### config.mk
export PLATFORM = sky130hd
export DESIGN_NAME = nibble_uart_tx_flat
export DESIGN_NICKNAME = d
export VERILOG_FILES = /design/src/rtl/nibble_uart_tx_if.sv /design/src/rtl/nibble_uart_tx.sv /design/src/flat_wrapper.sv
export SDC_FILE = /design/constraint.sdc
export NUM_CORES = 1
export LEC_CHECK = 0
export CAP_MARGIN = 40
export CORE_MARGIN = 2
export CORE_UTILIZATION = 50
export CTS_BUF_LIST = sky130_fd_sc_hd__clkbuf_2 sky130_fd_sc_hd__clkbuf_4 sky130_fd_sc_hd__clkbuf_8
export CTS_CLUSTER_DIAMETER = 40
export DETAILED_ROUTE_END_ITERATION = 12
export GPL_TIMING_DRIVEN = 0
export HOLD_SLACK_MARGIN = 0.15
export PLACE_DENSITY = 0.75
export RECOVER_POWER = 50
export SYNTH_ARGS = -nofsm -noshare
export SYNTH_HDL_FRONTEND = slang
export SYNTH_SLANG_ARGS = --single-unit
export TNS_END_PERCENT = 50
### constraint.sdc
create_clock -name clk -period 2 [get_ports clk]
set_input_delay 0.5 -clock clk [delete_from_list [all_inputs] [get_ports clk]]
set_output_delay 0.5 -clock clk [all_outputs]
set_load 0.02 [all_outputs]
### src/rtl/nibble_uart_tx_if.sv
// FIFO read-port bundle between the 4-bit async FIFO (slave) and its
// read-side consumer (master).
interface nibble_uart_tx_if #(
    parameter int DATA_WIDTH = 4
);
    logic                  empty;
    logic [DATA_WIDTH-1:0] rdata;
    logic                  rinc;

    modport master (
        input  empty,
        input  rdata,
        output rinc
    );

    modport slave (
        output empty,
        output rdata,
        input  rinc
    );
endinterface

### src/rtl/nibble_uart_tx.sv
// Pops nibble pairs from the read side of the async FIFO, packs them low-first
// into bytes and sends each byte as an 8N1 UART frame through a one-byte holding register.
module nibble_uart_tx #(
    parameter int DATA_WIDTH   = 4,
    parameter int CLKS_PER_BIT = 16,
    parameter int RD_LAT       = 1
) (
    input  logic                    clk,
    input  logic                    rst_n,
    input  logic                    en,
    nibble_uart_tx_if.master        fifo,
    output logic                    tx,
    output logic                    busy,
    output logic                    half_pending
);

    localparam int TW = (CLKS_PER_BIT > 1) ? $clog2(CLKS_PER_BIT) : 1;
    localparam int LW = $clog2(RD_LAT + 1);
    localparam logic [TW-1:0] BIT_LAST = TW'(CLKS_PER_BIT - 1);
    localparam logic [LW-1:0] LAT_LAST = LW'(RD_LAT - 1);

    localparam logic [0:0] F_IDLE  = 1'b0;
    localparam logic [0:0] F_WAIT  = 1'b1;

    localparam logic [1:0] T_IDLE  = 2'd0;
    localparam logic [1:0] T_START = 2'd1;
    localparam logic [1:0] T_DATA  = 2'd2;
    localparam logic [1:0] T_STOP  = 2'd3;

    logic [0:0]            f_state;
    logic [LW-1:0]         lat_cnt;
    logic [DATA_WIDTH-1:0] lo_nibble;
    logic                  hold_valid;
    logic [7:0]            hold_byte;

    logic [1:0]            t_state;
    logic [TW-1:0]         bit_timer;
    logic [2:0]            bit_idx;
    logic [7:0]            shift_reg;

    logic                  bit_end;
    logic                  capture;
    logic                  tx_load;

    assign bit_end = (bit_timer == BIT_LAST);
    assign capture = (f_state == F_WAIT) && (lat_cnt == LAT_LAST);
    assign tx_load = hold_valid &&
                     ((t_state == T_IDLE) || ((t_state == T_STOP) && bit_end));
    assign busy    = (t_state != T_IDLE);

    // Gated by rst_n so no pop can be requested while the block is held in reset.
    assign fifo.rinc = rst_n && en && !fifo.empty && !hold_valid && (f_state == F_IDLE);

    always_ff @(posedge clk or negedge rst_n) begin
        if (!rst_n) begin
            f_state      <= F_IDLE;
            lat_cnt      <= '0;
            lo_nibble    <= '0;
            half_pending <= 1'b0;
            hold_valid   <= 1'b0;
            hold_byte    <= '0;
        end else begin
            if (f_state == F_IDLE) begin
                if (fifo.rinc) begin
                    f_state <= F_WAIT;
                    lat_cnt <= '0;
                end
            end else begin
                if (capture) begin
                    f_state <= F_IDLE;
                    lat_cnt <= '0;
                    if (!half_pending) begin
                        lo_nibble    <= fifo.rdata;
                        half_pending <= 1'b1;
                    end else begin
                        hold_byte    <= {fifo.rdata, lo_nibble};
                        hold_valid   <= 1'b1;
                        half_pending <= 1'b0;
                    end
                end else begin
                    lat_cnt <= lat_cnt + 1'b1;
                end
            end
            // A completing pair needs hold_valid=0 to have been popped, so this never races the set above.
            if (tx_load) begin
                hold_valid <= 1'b0;
            end
        end
    end

    always_ff @(posedge clk or negedge rst_n) begin
        if (!rst_n) begin
            t_state   <= T_IDLE;
            bit_timer <= '0;
            bit_idx   <= '0;
            shift_reg <= '0;
            tx        <= 1'b1;
        end else begin
            case (t_state)
                T_IDLE: begin
                    bit_timer <= '0;
                    bit_idx   <= '0;
                    if (tx_load) begin
                        shift_reg <= hold_byte;
                        tx        <= 1'b0;
                        t_state   <= T_START;
                    end
                end
                T_START: begin
                    if (bit_end) begin
                        bit_timer <= '0;
                        bit_idx   <= '0;
                        tx        <= shift_reg[0];
                        t_state   <= T_DATA;
                    end else begin
                        bit_timer <= bit_timer + 1'b1;
                    end
                end
                T_DATA: begin
                    if (bit_end) begin
                        bit_timer <= '0;
                        if (bit_idx == 3'd7) begin
                            bit_idx <= '0;
                            tx      <= 1'b1;
                            t_state <= T_STOP;
                        end else begin
                            bit_idx   <= bit_idx + 1'b1;
                            shift_reg <= {1'b0, shift_reg[7:1]};
                            tx        <= shift_reg[1];
                        end
                    end else begin
                        bit_timer <= bit_timer + 1'b1;
                    end
                end
                T_STOP: begin
                    if (bit_end) begin
                        bit_timer <= '0;
                        bit_idx   <= '0;
                        // A held byte starts its start bit straight out of the stop bit.
                        if (tx_load) begin
                            shift_reg <= hold_byte;
                            tx        <= 1'b0;
                            t_state   <= T_START;
                        end else begin
                            t_state   <= T_IDLE;
                        end
                    end else begin
                        bit_timer <= bit_timer + 1'b1;
                    end
                end
                default: begin
                    t_state <= T_IDLE;
                    tx      <= 1'b1;
                end
            endcase
        end
    end

endmodule

### src/flat_wrapper.sv
// flat-port wrapper written by rule: the top's interface ports become plain ports
module nibble_uart_tx_flat 
#(
    parameter int DATA_WIDTH   = 4,
    parameter int CLKS_PER_BIT = 16,
    parameter int RD_LAT       = 1
)
  (clk, rst_n, en, tx, busy, half_pending, fifo_empty, fifo_rdata, fifo_rinc);
  nibble_uart_tx_if #(.DATA_WIDTH(DATA_WIDTH)) fifo_i ();
  input  logic clk;
  input  logic rst_n;
  input  logic en;
  output logic tx;
  output logic busy;
  output logic half_pending;
  input wire logic [$bits(fifo_i.empty)-1:0] fifo_empty;
  input wire logic [$bits(fifo_i.rdata)-1:0] fifo_rdata;
  output wire logic [$bits(fifo_i.rinc)-1:0] fifo_rinc;
  assign fifo_i.empty = fifo_empty;
  assign fifo_i.rdata = fifo_rdata;
  assign fifo_rinc = fifo_i.rinc;
  nibble_uart_tx #(.DATA_WIDTH(DATA_WIDTH), .CLKS_PER_BIT(CLKS_PER_BIT), .RD_LAT(RD_LAT)) u_core (.clk(clk), .rst_n(rst_n), .en(en), .fifo(fifo_i), .tx(tx), .busy(busy), .half_pending(half_pending));
endmodule
==> results <==
- The flow ran to the end, and the final reports show no timing, DRC or antenna violations.
- The placeable core area is 0.00310 mm².
- The number of global-route vias before repair came to between 1000 and 1500.
- Counting I/O delays and the setup requirement, the final critical path takes roughly 2.0 ns.
- Measured along the y axis, the die boundary spans between 60 and 70 µm.
- Across the run, the number of max-cap violations was 0.
- The diode insertion count for antenna repair is 0.
- The largest total area in the synthesized netlist belongs to dfrtp_1.
- The leakage component of the power is between 0.8 and 0.9 nW.
- The start of the worst register-to-register path is u_core.t_state[0].
- The tightest min-delay check is of the reg -> reg type.
- The worst hold path begins at u_core.bit_idx[1].
- The number of buffers added by the clock tree synthesis step is 5.
- The synthesized instance count is 140.
- For the final database, setup skew stands at about 0.012 ns.
- The largest fanout on the critical path is 6.
- The worst pin sits at a relative slew slack of a little under half.
- The worst hold path depth is 2.
- The H-tree generated during clock tree synthesis spans 2 levels.
- The estimated wirelength of the detail-placed design is roughly 2.1 mm.
- The number of warnings reported in the yosys synthesis log is 0.
- The count of pins on the block boundary is 12.
- The final routed wire length divided by cell count is approximately 16 µm.
- In this run, distinct cell masters in the synthesized netlist total 35.
- The number of vias per cell is around 5.7.
- At the end of routability-driven placement, the weighted congestion stood at around 0.82.
- For this design, the sink count on the clock tree is 34.
- The worst register-to-register path has a depth of 6.
- met2 is the most crowded layer.
- The die is around 62 µm wide.
- Based on the critical path, the design can be clocked at up to about 500 MHz.
- For this run, design rule violations remaining after detail routing come to 0.
- The required arrival time at the worst endpoint is 1.50 ns.
- The number of flops mapped to enable cells by yosys is 0.
- Counting flops with an async set or reset pin after synthesis yields a share of 100%.
- The first TritonRoute pass finished after 4 iterations.
- The total count of hold-check failures in the final report is 0.
- For this run, the leading register cell type out of synthesis is dfrtp_1.
- The transition at the pin with the smallest max-transition slack is 0.820 ns.
- The largest net degree at the start of global routing is 34.
- Relative to the synthesized area, the layout overhead comes to 16.7%.
- Sequential cells were found to cover 51.4% of the synthesized design area.
- The multi-input gate area in the final layout is approximately 760 µm².
- The routed via count is about 1200.
- The count of buffers from port buffering is 11.
- The net count of the finished layout is approximately 180.
- The area of the die is between 0.003 and 0.004 mm².
- The sequential cells in the finished layout cover a total of ~850 µm².
- The layout filler cell count is between 200 and 300.
- In this run the clock root is driven by a clkbuf_4.
- The fraction of synthesized cell area taken by the top area cell type is between 40% and 50%.
- The later pin in the worst-skew pair is clocked with a latency of roughly 0.34 ns.
- After detailed routing, the total wire length is ~3.2 mm.
- The initial antenna violation count is 0.
- The initial utilization of the core area, before any placement, comes to a little over half.
- The worst-case hold path end point is u_core.bit_idx[1].
- The final number of max-transition violations is 0.
- For this design the ratio of total power to cell area is 1580 mW/mm².
- The global-route usage over all layers is 19.1%.
- Clock-pin slew was measured on the worst setup and hold paths at about 0.11 ns.
- The critical path is of the reg -> out type.
- By count the netlist is led by 33 x dfrtp_1, 13 x mux2_2, 11 x a21oi_1.
- TritonCTS built the clock tree.
- Across all register-to-register paths, the minimum setup slack is approximately 0.08 ns.
- The final cell count without fillers is 207.
- The synthesized area is 0.00166 mm².
- The met3 capacity usage during global routing is 5.67%.
- The fraction of final layout cells sized beyond drive strength 1 is around a quarter.
- The maximum vdd drop is 0.726 mV.
- The DRC marker count from the first detailed-route iteration is 30.
- Summing internal, switching and leakage power gives a little over 3 mW.
- By instance count, the leading cell after synthesis is dfrtp_1.
- The first global-routing pass estimated ~5.2 mm of wire.
- The end of the worst register-to-register path is u_core.t_state[0].
- The number of synthesized register bits is 34.
- The tightest hold margin is about 0.49 ns.
- The remaining number of nets flagged by the antenna check after routing is 0.
- The largest buffer count on any clock path is 2.
- After detailed placement, the design holds a cell count of between 150 and 200.
- At the worst endpoint, the arrival time is roughly 1.5 ns.
- Global routing used a little under a third of the available met2 tracks.
- Summed over all layers, the global routing overflow is 0.
- The number of nets handed over by synthesis was approximately 160.
- In the global route stage, met1 resource usage came out at 25.8%.
- The per-instance average area after synthesis is 11.9 µm².
- STA classifies the critical path endpoint as a primary output.
- By area the synthesized netlist is led by dfrtp_1 50%, mux2_2 8.8%, ha_1 6.8%.
- Setup violations remaining at the end of the flow were counted as 0.
- The startpoint kind of the worst setup timing path is a flip-flop.
- The floorplan row count is 20.
- The post-route clock period utilization is a little over nine tenths.
-- worst max-delay path, stage by stage (launching register included) --
cell             delay [ns]
dfrtp_1                0.43
inv_2                  0.10
ha_4                   0.19
inv_1                  0.13
clkdlybuf4s15_2        0.28
-- layer usage --
| layer | vias up | part of all wire [%] | routed length (µm) |
|---|---|---|---|
| li1 | 548 | - | - |
| met1 | 593 | 45 | 1450 |
| met2 | 31 | 49 | 1580 |
| met3 | 5 | 5.0 | 160 |
| met4 | 0 | 1.2 | 38 |
| met5 | - | 0 | 0 |
-- worst max-delay path by stage --
stage | start | depth (start not counted) | to
detailed placement | rst_n | 4 | fifo_rinc
global route | u_core.t_state[0] | 6 | u_core.t_state[0]
finish | u_core.t_state[0] | 4 | busy
global placement | rst_n | 4 | fifo_rinc
CTS | u_core.tx | 1 | tx
floorplan | u_core.t_state[0] | 6 | u_core.t_state[0]
-- power breakdown --
| part | switching, mW | internal, mW |
|---|---|---|
| Sequential | 0.222 | 0.995 |
| Combinational | 0.751 | 0.713 |
| Clock | 0.246 | 0.136 |
-- metrics by stage --
step                util [%]  setup WS [ns]  setup TNS, ns  cell area (µm²)
detailed placement      58.6         -0.676         -0.724             1820
floorplan                  -          0.256              0             1660
CTS                     62.1        0.00457              0             1930
global route            62.4       -0.00495       -0.00876             1940
finish                  62.4         0.0353              0             1940
global placement        58.8          -1.57         -10.40             1820
-- cell type report --
class                   instances  share of cell area, %
multi-input cells              94                   39.4
plain buffers                   5                   2.46
repair buffers                 15                   6.85
clock inverters                 3                   1.10
flip-flops and latches         34                   44.1
inverters                       7                   1.36
clock buffers                   5                   1.94
well taps                      44                   2.84
-- logic make-up after synthesis --
logic type / share of synthesized area, %
AND/OR/NAND/NOR: 10.0
buffers and inverters: 4.37
adder cells (fa/ha/maj): 6.79
AO/OA/AOI/OAI: 13.3
flip-flops: 51.4
multiplexers: 13.0
XOR/XNOR: 1.06
-- timing repair --
| item | CTS | global route |
|---|---|---|
| endpoints found under the setup margin | 2 | 7 |
| endpoints found under the hold margin | 33 | 0 |
| hold buffers | 2 | 0 |
| setup buffers | 0 | 2 |
| pin swaps | 0 | 0 |
| resized for setup | 13 | 7 |
-- placed cells by master (no fill, tap or decap), types with 2 or more instances in the layout --
cell	Yosys	final
dfrtp_1	33	32
mux2_2	13	13
a21oi_1	11	11
nand2_1	9	9
ha_1	9	8
mux2i_1	7	7
a31oi_1	7	7
clkdlybuf4s50_1	0	7
inv_1	7	5
clkbuf_4	0	5
nor2_1	5	4
o21ai_0	3	3
a21o_1	3	3
inv_2	0	2
buf_2	1	2
nor3_1	3	2
xnor2_1	2	2
nand4b_1	2	2
nand3b_1	2	2
buf_6	2	2
nand2b_1	2	2
clkbuf_2	0	2
o22ai_1	2	2
nand3_1	2	2
buf_4	0	2
Power figures use the tool's default switching activity.
